--- config.mk ---
export PLATFORM = sky130hd
export DESIGN_NAME = gpa_fhdo_spi_slave
export DESIGN_NICKNAME = d
export VERILOG_FILES = /design/src/rtl/gpa_fhdo_pkg.sv /design/src/rtl/gpa_fhdo_spi_slave_spi_pin_sync.sv /design/src/rtl/gpa_fhdo_spi_slave.sv
export SDC_FILE = /design/constraint.sdc
export NUM_CORES = 1
export LEC_CHECK = 0
export ABC_CLOCK_PERIOD_IN_PS = 2210
export BUFFER_PORTS_ARGS = -buffer_cell sky130_fd_sc_hd__buf_2
export CORE_ASPECT_RATIO = 1.4
export CORE_MARGIN = 5
export CORE_UTILIZATION = 50
export CTS_BUF_LIST = sky130_fd_sc_hd__clkbuf_4 sky130_fd_sc_hd__clkbuf_8 sky130_fd_sc_hd__clkbuf_16
export DETAILED_ROUTE_END_ITERATION = 8
export PLACE_DENSITY = 0.74
export RECOVER_POWER = 50
export SYNTH_ARGS = -nofsm -noshare
export SYNTH_HDL_FRONTEND = slang
export SYNTH_SLANG_ARGS = --single-unit
export TNS_END_PERCENT = 20
--- constraint.sdc ---
create_clock -name clk -period 2.21 [get_ports clk]
set_input_delay 0.1105 -clock clk [delete_from_list [all_inputs] [get_ports clk]]
set_output_delay 0.1105 -clock clk [all_outputs]
set_load 0.02 [all_outputs]
--- src/rtl/gpa_fhdo_pkg.sv ---
`default_nettype none
// ============================================================================
//  Module      : gpa_fhdo_pkg
//  Description : Shared constants for the GPA-FHDO DAC SPI responder: frame
//                geometry, field positions, register addresses, FSM states.
//  Revision    : 1.0  initial release
// ============================================================================
package gpa_fhdo_pkg;

   // Frame geometry and field positions (MSB first on the wire)
   localparam int FRAME_BITS     = 24;
   localparam int FRAME_RW_BIT   = 23;
   localparam int FRAME_ADDR_MSB = 19;
   localparam int FRAME_ADDR_LSB = 16;
   localparam int FRAME_DATA_MSB = 15;
   localparam int FRAME_DATA_LSB = 0;

   // Bit counter: a complete frame, and the saturation value that keeps
   // over-long frames from wrapping back onto a valid count
   localparam logic [4:0] CNT_FRAME = 5'd24;
   localparam logic [4:0] CNT_SAT   = 5'd25;

   // Register map
   localparam logic [3:0] ADDR_SYNC    = 4'h2;
   localparam logic [3:0] ADDR_BRDCAST = 4'h6;
   localparam logic [3:0] ADDR_DAC0    = 4'h8;
   localparam logic [3:0] ADDR_DAC1    = 4'h9;
   localparam logic [3:0] ADDR_DAC2    = 4'hA;
   localparam logic [3:0] ADDR_DAC3    = 4'hB;

   // Frame FSM states
   typedef enum logic [1:0] {
      ST_IDLE  = 2'd0,
      ST_SHIFT = 2'd1,
      ST_DONE  = 2'd2
   } state_t;

endpackage
`default_nettype wire

--- src/rtl/gpa_fhdo_spi_slave_spi_pin_sync.sv ---
`default_nettype none
// ============================================================================
//  Module      : spi_pin_sync
//  Description : Multi-stage synchronizer for one SPI pin with a history flop
//                providing rise/fall pulses in the clk domain. Resets to 0 so
//                a pin that is already low at reset release shows no edge.
//  Revision    : 1.0  initial release
// ============================================================================
module spi_pin_sync #(
   parameter int STAGES = 2
) (
   input  logic clk,
   input  logic rst_n,
   input  logic i_pin,
   output logic o_level,
   output logic o_rise,
   output logic o_fall
);

   logic [STAGES-1:0] r_sync;
   logic              r_hist;

   // Synchronizer chain plus one history stage for edge detection
   always_ff @(posedge clk or negedge rst_n) begin
      if (!rst_n) begin
         r_sync <= '0;
         r_hist <= 1'b0;
      end else begin
         r_sync <= {r_sync[STAGES-2:0], i_pin};
         r_hist <= r_sync[STAGES-1];
      end
   end

   assign o_level = r_sync[STAGES-1];
   assign o_rise  = r_sync[STAGES-1] & ~r_hist;
   assign o_fall  = ~r_sync[STAGES-1] & r_hist;

endmodule
`default_nettype wire

--- src/rtl/gpa_fhdo_spi_slave.sv ---
`default_nettype none
// ============================================================================
//  Module      : gpa_fhdo_spi_slave
//  Description : Oversampling SPI responder emulating the GPA-FHDO 4-channel
//                DAC: deserializes 24-bit frames and decodes register writes.
//                Optional readback on spi_sdo_o is enabled by defining the
//                macro GPA_FHDO_SPI_SLAVE_READBACK_EN.
//  Revision    : 1.0  initial release
// ============================================================================
module gpa_fhdo_spi_slave
   import gpa_fhdo_pkg::*;
#(
   parameter int          SYNC_STAGES  = 2,
   parameter logic [15:0] DAC_RST_VAL  = 16'h0000,
   parameter logic [15:0] SYNC_RST_VAL = 16'h0000
) (
   input  logic        clk,
   input  logic        rst_n,
   input  logic        spi_clk_i,
   input  logic        spi_sdi_i,
   input  logic        spi_csn_i,
   output logic        spi_sdo_o,
   output logic [15:0] dac0_o,
   output logic [15:0] dac1_o,
   output logic [15:0] dac2_o,
   output logic [15:0] dac3_o,
   output logic [15:0] sync_reg_o,
   output logic [23:0] frame_o,
   output logic        frame_valid_o,
   output logic        frame_err_o
);

   logic w_sclk_level, w_sclk_rise, w_sclk_fall;
   logic w_sdi_level,  w_sdi_rise,  w_sdi_fall;
   logic w_csn_level,  w_csn_rise,  w_csn_fall;
   logic w_unused_edges;

   state_t r_state, w_state_nxt;
   logic   w_start, w_shift_fall, w_shift_rise, w_accept, w_reject;

   logic                  r_armed;
   logic [4:0]            r_cnt;
   logic [FRAME_BITS-1:0] r_shift;
   logic [FRAME_BITS-1:0] r_frame;
   logic                  r_frame_valid, r_frame_err;
   logic [15:0]           r_dac0, r_dac1, r_dac2, r_dac3, r_sync;
   logic [3:0]            w_addr;
   logic [15:0]           w_data;

   spi_pin_sync #(.STAGES(SYNC_STAGES)) u_sync_sclk (
      .clk(clk), .rst_n(rst_n), .i_pin(spi_clk_i),
      .o_level(w_sclk_level), .o_rise(w_sclk_rise), .o_fall(w_sclk_fall)
   );
   spi_pin_sync #(.STAGES(SYNC_STAGES)) u_sync_sdi (
      .clk(clk), .rst_n(rst_n), .i_pin(spi_sdi_i),
      .o_level(w_sdi_level), .o_rise(w_sdi_rise), .o_fall(w_sdi_fall)
   );
   spi_pin_sync #(.STAGES(SYNC_STAGES)) u_sync_csn (
      .clk(clk), .rst_n(rst_n), .i_pin(spi_csn_i),
      .o_level(w_csn_level), .o_rise(w_csn_rise), .o_fall(w_csn_fall)
   );

   // Edge/level outputs the frame logic has no use for
   assign w_unused_edges = w_sclk_level ^ w_sdi_rise ^ w_sdi_fall ^ w_sclk_rise ^ w_shift_rise;

   assign w_addr = r_shift[FRAME_ADDR_MSB:FRAME_ADDR_LSB];
   assign w_data = r_shift[FRAME_DATA_MSB:FRAME_DATA_LSB];

   // Frame FSM state register
   always_ff @(posedge clk or negedge rst_n) begin
      if (!rst_n) r_state <= ST_IDLE;
      else        r_state <= w_state_nxt;
   end

   // Next state and per-cycle strobes; a CSN rise masks any same-cycle SCLK edge
   always_comb begin
      w_state_nxt  = r_state;
      w_start      = 1'b0;
      w_shift_fall = 1'b0;
      w_shift_rise = 1'b0;
      w_accept     = 1'b0;
      w_reject     = 1'b0;
      case (r_state)
         ST_IDLE: begin
            if (w_csn_fall && r_armed) begin
               w_state_nxt = ST_SHIFT;
               w_start     = 1'b1;
            end
         end
         ST_SHIFT: begin
            if (w_csn_rise) begin
               w_state_nxt = ST_DONE;
            end else begin
               w_shift_fall = w_sclk_fall;
               w_shift_rise = w_sclk_rise;
            end
         end
         ST_DONE: begin
            w_state_nxt = ST_IDLE;
            if (r_cnt == CNT_FRAME) w_accept = 1'b1;
            else                    w_reject = 1'b1;
         end
         default: w_state_nxt = ST_IDLE;
      endcase
   end

   // Arming, bit counter and deserializer; armed only after CSN seen idle
   always_ff @(posedge clk or negedge rst_n) begin
      if (!rst_n) begin
         r_armed <= 1'b0;
         r_cnt   <= '0;
         r_shift <= '0;
      end else begin
         if (w_csn_level) r_armed <= 1'b1;
         if (w_start) begin
            r_cnt <= '0;
         end else if (w_shift_fall) begin
            r_shift <= {r_shift[FRAME_BITS-2:0], w_sdi_level};
            if (r_cnt != CNT_SAT) r_cnt <= r_cnt + 5'd1;
         end
      end
   end

   // Frame acceptance, status pulses and register-file write decode
   always_ff @(posedge clk or negedge rst_n) begin
      if (!rst_n) begin
         r_frame       <= '0;
         r_frame_valid <= 1'b0;
         r_frame_err   <= 1'b0;
         r_dac0        <= DAC_RST_VAL;
         r_dac1        <= DAC_RST_VAL;
         r_dac2        <= DAC_RST_VAL;
         r_dac3        <= DAC_RST_VAL;
         r_sync        <= SYNC_RST_VAL;
      end else begin
         r_frame_valid <= w_accept;
         r_frame_err   <= w_reject;
         if (w_accept) begin
            r_frame <= r_shift;
            // Read frames never write; unmapped addresses are silent no-ops
            if (!r_shift[FRAME_RW_BIT]) begin
               case (w_addr)
                  ADDR_SYNC: r_sync <= w_data;
                  ADDR_BRDCAST: begin
                     r_dac0 <= w_data;
                     r_dac1 <= w_data;
                     r_dac2 <= w_data;
                     r_dac3 <= w_data;
                  end
                  ADDR_DAC0: r_dac0 <= w_data;
                  ADDR_DAC1: r_dac1 <= w_data;
                  ADDR_DAC2: r_dac2 <= w_data;
                  ADDR_DAC3: r_dac3 <= w_data;
                  default: ;
               endcase
            end
         end
      end
   end

`ifdef GPA_FHDO_SPI_SLAVE_READBACK_EN
   logic [FRAME_BITS-1:0] r_rb_word, r_rb_shift;
   logic                  r_sdo;
   logic [15:0]           w_rd_val;

   // Register value returned by a read; BRDCAST and unmapped read as 0
   always_comb begin
      w_rd_val = 16'h0000;
      case (w_addr)
         ADDR_SYNC: w_rd_val = r_sync;
         ADDR_DAC0: w_rd_val = r_dac0;
         ADDR_DAC1: w_rd_val = r_dac1;
         ADDR_DAC2: w_rd_val = r_dac2;
         ADDR_DAC3: w_rd_val = r_dac3;
         default:   w_rd_val = 16'h0000;
      endcase
   end

   // Readback serializer: MSB on CSN fall, next bit on each SCLK rise,
   // word replaced (or cleared) at the end of every frame
   always_ff @(posedge clk or negedge rst_n) begin
      if (!rst_n) begin
         r_rb_word  <= '0;
         r_rb_shift <= '0;
         r_sdo      <= 1'b0;
      end else begin
         if (w_start) begin
            r_sdo      <= r_rb_word[FRAME_BITS-1];
            r_rb_shift <= {r_rb_word[FRAME_BITS-2:0], 1'b0};
         end else if (w_shift_rise) begin
            r_sdo      <= r_rb_shift[FRAME_BITS-1];
            r_rb_shift <= {r_rb_shift[FRAME_BITS-2:0], 1'b0};
         end
         if (r_state == ST_DONE) begin
            r_sdo      <= 1'b0;
            r_rb_shift <= '0;
            if (w_accept && r_shift[FRAME_RW_BIT]) r_rb_word <= {8'h00, w_rd_val};
            else                                   r_rb_word <= '0;
         end
      end
   end

   assign spi_sdo_o = r_sdo;
`else
   assign spi_sdo_o = 1'b0;
`endif

   assign dac0_o        = r_dac0;
   assign dac1_o        = r_dac1;
   assign dac2_o        = r_dac2;
   assign dac3_o        = r_dac3;
   assign sync_reg_o    = r_sync;
   assign frame_o       = r_frame;
   assign frame_valid_o = r_frame_valid;
   assign frame_err_o   = r_frame_err;

endmodule
`default_nettype wire

* Word level (Yosys, flattened, before mapping)
Index checks and enable logic that the tools add are counted.
Storage, ports and cells: memory bits (writable) 0, word-level logic and storage cells 68, memories 0, output and inout port bits 107, ROM bits 0, input port bits 5, flip-flop bits (word level) 146, latch bits 0
Cells by class: reductions and logical operators 16, equality and inequality tests 12, $lt $le $gt $ge 0, $add $sub $neg 1, div/mod/pow operators 0, shift-type cells 0, muxes and demuxes 14, bitwise logic cells 8, multiply operators 0
Operators by type and width (number):
- equality test 4 bit (second input constant) | 4
- two-way mux 5 bit | 3
- AND reduction 3 bit | 5
- two-way mux 1 bit | 8
- OR reduction 2 bit | 4
- AND reduction 2 bit | 3
- adder 5 x 1 -> 5 bit (second input constant) | 1
- equality test 5 bit (second input constant) | 1
- != test 5 bit (second input constant) | 1
- NOT 1 bit | 5
- equality test 4 x 2 -> 1 bit (second input constant) | 1
- equality test 4 x 3 -> 1 bit (second input constant) | 1
- two-way mux 2 bit | 2
- case mux 2 bit (2 select lines) | 1
- nonzero test 2 bit | 2
- AND 1 bit | 3
- equality test 2 x 1 -> 1 bit (second input constant) | 1
- equality test 2 bit (second input constant) | 1
- logical NOT 2 bit | 1
- != test 2 x 1 -> 1 bit (second input constant) | 1
- != test 2 bit (second input constant) | 1
- logical AND 1 bit | 1

* Logic depth before layout (Yosys ltp)
word-level depth 7, gate-level depth with buffers 7

* By module
A second synthesis with hierarchy kept.
Unflattened totals: cell total of the unflattened synthesis 340, area, all modules 5669.2 um^2
Modules (own cells, without submodules):
- gpa_fhdo_spi_slave | seq. area each 3453.3 um^2, area an instance 5398.9 um^2, cells each 325, times used 1
- spi_pin_sync | seq. area each 75.1 um^2, area an instance 90.1 um^2, cells each 5, times used 3

* Worst setup path after synthesis
Ideal clock, no wire load.
path type reg-to-reg, start register r_cnt[0], end register r_frame[10], in the netlist frame_o[10], path buffers 1, cell stages (with the launch flop) 7, library setup time 125 ps, setup slack 370 ps, data required time 2085 ps, arrival time 1715 ps, cell sequence dfrtp_1 -> inv_1 -> ha_1 -> nand4b_2 -> nor2_1 -> buf_2 -> mux2_2
On the way: cells in the longest elaborated chain, start to end 3
RTL lines:
- from (decl) | RTL line gpa_fhdo_spi_slave.sv:42 | logic [4:0] r_cnt;
- from (signal assigned) | RTL line gpa_fhdo_spi_slave.sv:119 | if (r_cnt != CNT_SAT) r_cnt <= r_cnt + 5'd1;
- equality test 5 bit | RTL line gpa_fhdo_spi_slave.sv:100 | if (r_cnt == CNT_FRAME) w_accept = 1'b1;
- two-way mux 1 bit | RTL line gpa_fhdo_spi_slave.sv:100
- two-way mux 1 bit | RTL line gpa_fhdo_spi_slave.sv:83 | case (r_state)
- to (signal assigned) | RTL line gpa_fhdo_spi_slave.sv:139 | r_frame <= r_shift;
- to (decl) | RTL line gpa_fhdo_spi_slave.sv:44 | logic [FRAME_BITS-1:0] r_frame;
No other way between the ends. A chain may end at the register's enable or synchronous reset.

* Worst setup path after layout
start register r_cnt[0], end register r_dac3[12], in the netlist dac3_o[12]
On the way: cells in the longest elaborated chain, start to end 4
RTL lines:
- equality test 5 bit | RTL line gpa_fhdo_spi_slave.sv:100
- two-way mux 1 bit | RTL line gpa_fhdo_spi_slave.sv:100
- two-way mux 1 bit | RTL line gpa_fhdo_spi_slave.sv:83
- AND reduction 3 bit (no line)
- to (signal assigned) | RTL line gpa_fhdo_spi_slave.sv:148 | r_dac3 <= w_data;
- to (signal assigned) | RTL line gpa_fhdo_spi_slave.sv:153 | ADDR_DAC3: r_dac3 <= w_data;
- to (decl) | RTL line gpa_fhdo_spi_slave.sv:46 | logic [15:0] r_dac0, r_dac1, r_dac2, r_dac3, r_sync;
No other way between the ends.

==> key figures <==
Synth
  – Leading post-synthesis cells by cell area: dfrtp_1, mux2_2, mux2i_1
  – Synth unique cells: 32
  – Synthesized Nets: 350
  – Synth top area share: 0.655
  – Post-synth EDFFs: 0
  – Syn Inst Count: 342
  – Count leader, synth: dfrtp_1
  – Most used flip-flop cell after synthesis: dfrtp_1
  – Seq/Total Area, Yosys: 0.655
  – Warnings, synthesis: 0
  – Most area-hungry cell type in the Yosys netlist: dfrtp_1
  – Syn avg cell area: 16.3 µm²
  – Asr flop ratio synth: 1.00
  – Top cells by count, synth: dfrtp_1, mux2_2, nand2_1, buf_4
  – Synthesized cell area: between 0.005 and 0.006 mm²
  – FF+latch count, synth: 146

Floorplanning
  – Die area: 0.0134 mm²
  – Die height: approximately 130 µm
  – # IOs: 112
  – Starting density of the core: 0.513
  – Horiz. Die Dim: 99.3 µm
  – Num rows: between 40 and 50
  – Core region area: between 0.01 and 0.015 mm²

Routing
  – Drt wl/cell: approximately 19 µm
  – Post-DRT Antenna Nets: 0
  – 1st-iter DRT viols: around 110
  – Post-route DRC: 0
  – Initial DRT Pass Iterations: 6
  – Drt total wl: 11.9 mm
  – Vias/cell: 5.28
  – Vias: 3271

STA
  – Setup WS post-layout: slightly below 70 ps
  – RSZ-0062 raised after global routing: true
  – Slew Viols, Final: 0
  – Actual slew at the worst max-slew pin: approximately 1200 ps
  – Clock Skew: 5.84 ps
  – Maximum clock rate: 0.467 GHz
  – Worst hold slack: 347 ps
  – Final Hold Fails: 0
  – Fin crit share: 0.969
  – Final setup fails: 0
  – Fin crit period: 2140 ps
  – Slew margin rel.: 0.227

Outcome
  – Status: completed

Place
  – Placer Congestion: approximately 0.75
  – Dpl ws: 74.8 ps
  – Port bufs: 110
  – Post-DP HPWL: about 7.9 mm
  – Placed Area: 0.00631 mm²

Clocking
  – CTS tree: built
  – Skew-Pair Late Insertion Delay: 410 ps
  – Setup Buffers After CTS: 0
  – Max clock buf depth: 2
  – Clk sinks: 146
  – CTS buffer count: 17
  – H-tree levels: 4
  – Clock root buffer master: clkbuf_16
  – Worst-path clk slew: approximately 60 ps

Global routing
  – Initial antenna violation count: 0
  – Met1 usage: 0.230
  – Number of global-route vias before repair: 3644
  – Met3 Track Usage GR: 0.0724
  – Most Crowded Layer GR: met2
  – Largest net degree at the start of global routing: 53
  – Grt ovf: 0
  – First-pass GRT wire length: 19.5 mm
  – M2 GR Usage: 0.312
  – Overall routing resource usage: 0.189

Flow run
  – Maxcap violations: 0

Layout
  – Fill count: 800
  – Layout Utilization: 0.639
  – Final Cell Area: 0.00694 mm²
  – Multi-input logic area: 0.00183 mm²
  – Nets: around 480
  – Register area: about 0.0037 mm²
  – Area Growth Syn to Fin: 24.5%
  – Share of layout cells above drive strength 1: 0.556
  – Antenna cells: 0

Critical path
  – WP data required: 2500 ps
  – Crit end category: flip-flop
  – Crit path DAT: around 2400 ps
  – Worst Setup Start Kind: flip-flop
  – CP max FO: 16
  – WS Path Type: flip-flop to flip-flop

Worst hold path
  – HP Class: flip-flop to flip-flop

Power
  – Static leakage: around 3.8 nW
  – Worst vdd ir: roughly 560 µV
  – Power Dens Cells: 891 mW/mm²
  – Final Power: 6.18 mW
[final cells by class]
type,instances,share of cell area
Tap cell,141,0.0254
Inverter,3,0.00162
Sequential cell,146,0.526
Multi-Input combinational cell,179,0.264
Timing Repair Buffer,120,0.0917
Clock buffer,19,0.0643
Clock inverter,11,0.0268
[critical path, stage by stage, from the launching register on]
cell	delay (ps)
dfrtp_1	430
inv_1	80
ha_1	160
nand4b_2	170
nor3_4	360
o21ai_2	420
mux2_2	400
[where the power goes]
part	switching, mW	internal, mW
sequential	0.149	2.75
clock	1.04	2.02
combinational	0.119	0.0977
[final timing paths]
kind                                        end  slack, ps            startpoint  depth (start not counted)
hold / removal             u_sync_sdi.r_sync[1]        350  u_sync_sdi.r_sync[0]                          0
max in group asynchronous            dac3_o[11]        380                 rst_n                          3
setup reg to reg                     dac3_o[12]         70              r_cnt[0]                          6
hold reg to reg            u_sync_sdi.r_sync[1]        350  u_sync_sdi.r_sync[0]                          0
min in group asynchronous            frame_o[2]        480                 rst_n                          2
setup / recovery                     dac3_o[12]         70              r_cnt[0]                          6
[metrics by stage]
step                cells  TNS, ps
floorplan             342        0
global placement      585        0
detailed placement    585        0
CTS                   619        0
global route          619     -652
finish                619        0
[placed cells by master (no fill, tap or decap), drive strengths merged]
| cell type | Yosys | routed |
|---|---|---|
| a21boi | 1 | 1 |
| a21oi | 1 | 1 |
| buf | 11 | 95 |
| bufinv | 0 | 5 |
| clkbuf | 3 | 40 |
| clkinv | 0 | 5 |
| clkinvlp | 0 | 1 |
| conb | 1 | 1 |
| dfrtp | 146 | 146 |
| dlygate4sd3 | 0 | 4 |
| ha | 3 | 3 |
| inv | 3 | 3 |
| mux2 | 128 | 128 |
| mux2i | 4 | 4 |
| nand2 | 8 | 8 |
| nand2b | 4 | 4 |
| nand3 | 3 | 3 |
| nand4b | 3 | 3 |
| nor2 | 4 | 4 |
| nor2b | 4 | 4 |
| nor3 | 3 | 3 |
| nor3b | 1 | 1 |
| nor4b | 2 | 2 |
| o21ai | 5 | 5 |
| or2 | 1 | 1 |
| or3 | 1 | 1 |
| or4b | 1 | 1 |
| xor2 | 1 | 1 |
[layer usage]
layer  part of all wire  vias up
met1               0.41     1702
met2               0.50      103
met4              0.013        0
met5                  0        -
li1                   -     1451
met3              0.078       15
[state kept, by name (all words and copies together), names as in the netlist, 5 cells and up]
signal,flops
dac2_o,16
frame_o,24
r_shift,24
dac0_o,16
sync_reg_o,16
r_cnt,5
dac1_o,16
dac3_o,16
[kinds of logic after synthesis]
| logic type | count (synthesis) | synth area share |
|---|---|---|
| other | 1 | 0.000672 |
| adder cells (fa/ha/maj) | 3 | 0.00673 |
| XOR/XNOR | 1 | 0.00157 |
| flip-flops | 146 | 0.655 |
| multiplexers | 132 | 0.266 |
| buffers and inverters | 17 | 0.0184 |
| AND/OR/NAND/NOR | 35 | 0.0435 |
| AO/OA/AOI/OAI | 7 | 0.00875 |
[what timing repair did]
item / CTS / global route
endpoints found under the hold margin: 48 / 0
gates resized for setup: 0 / 1
hold buffers: 4 / 0
endpoints found under the setup margin: 0 / 16
Power figures use the tool's default switching activity.
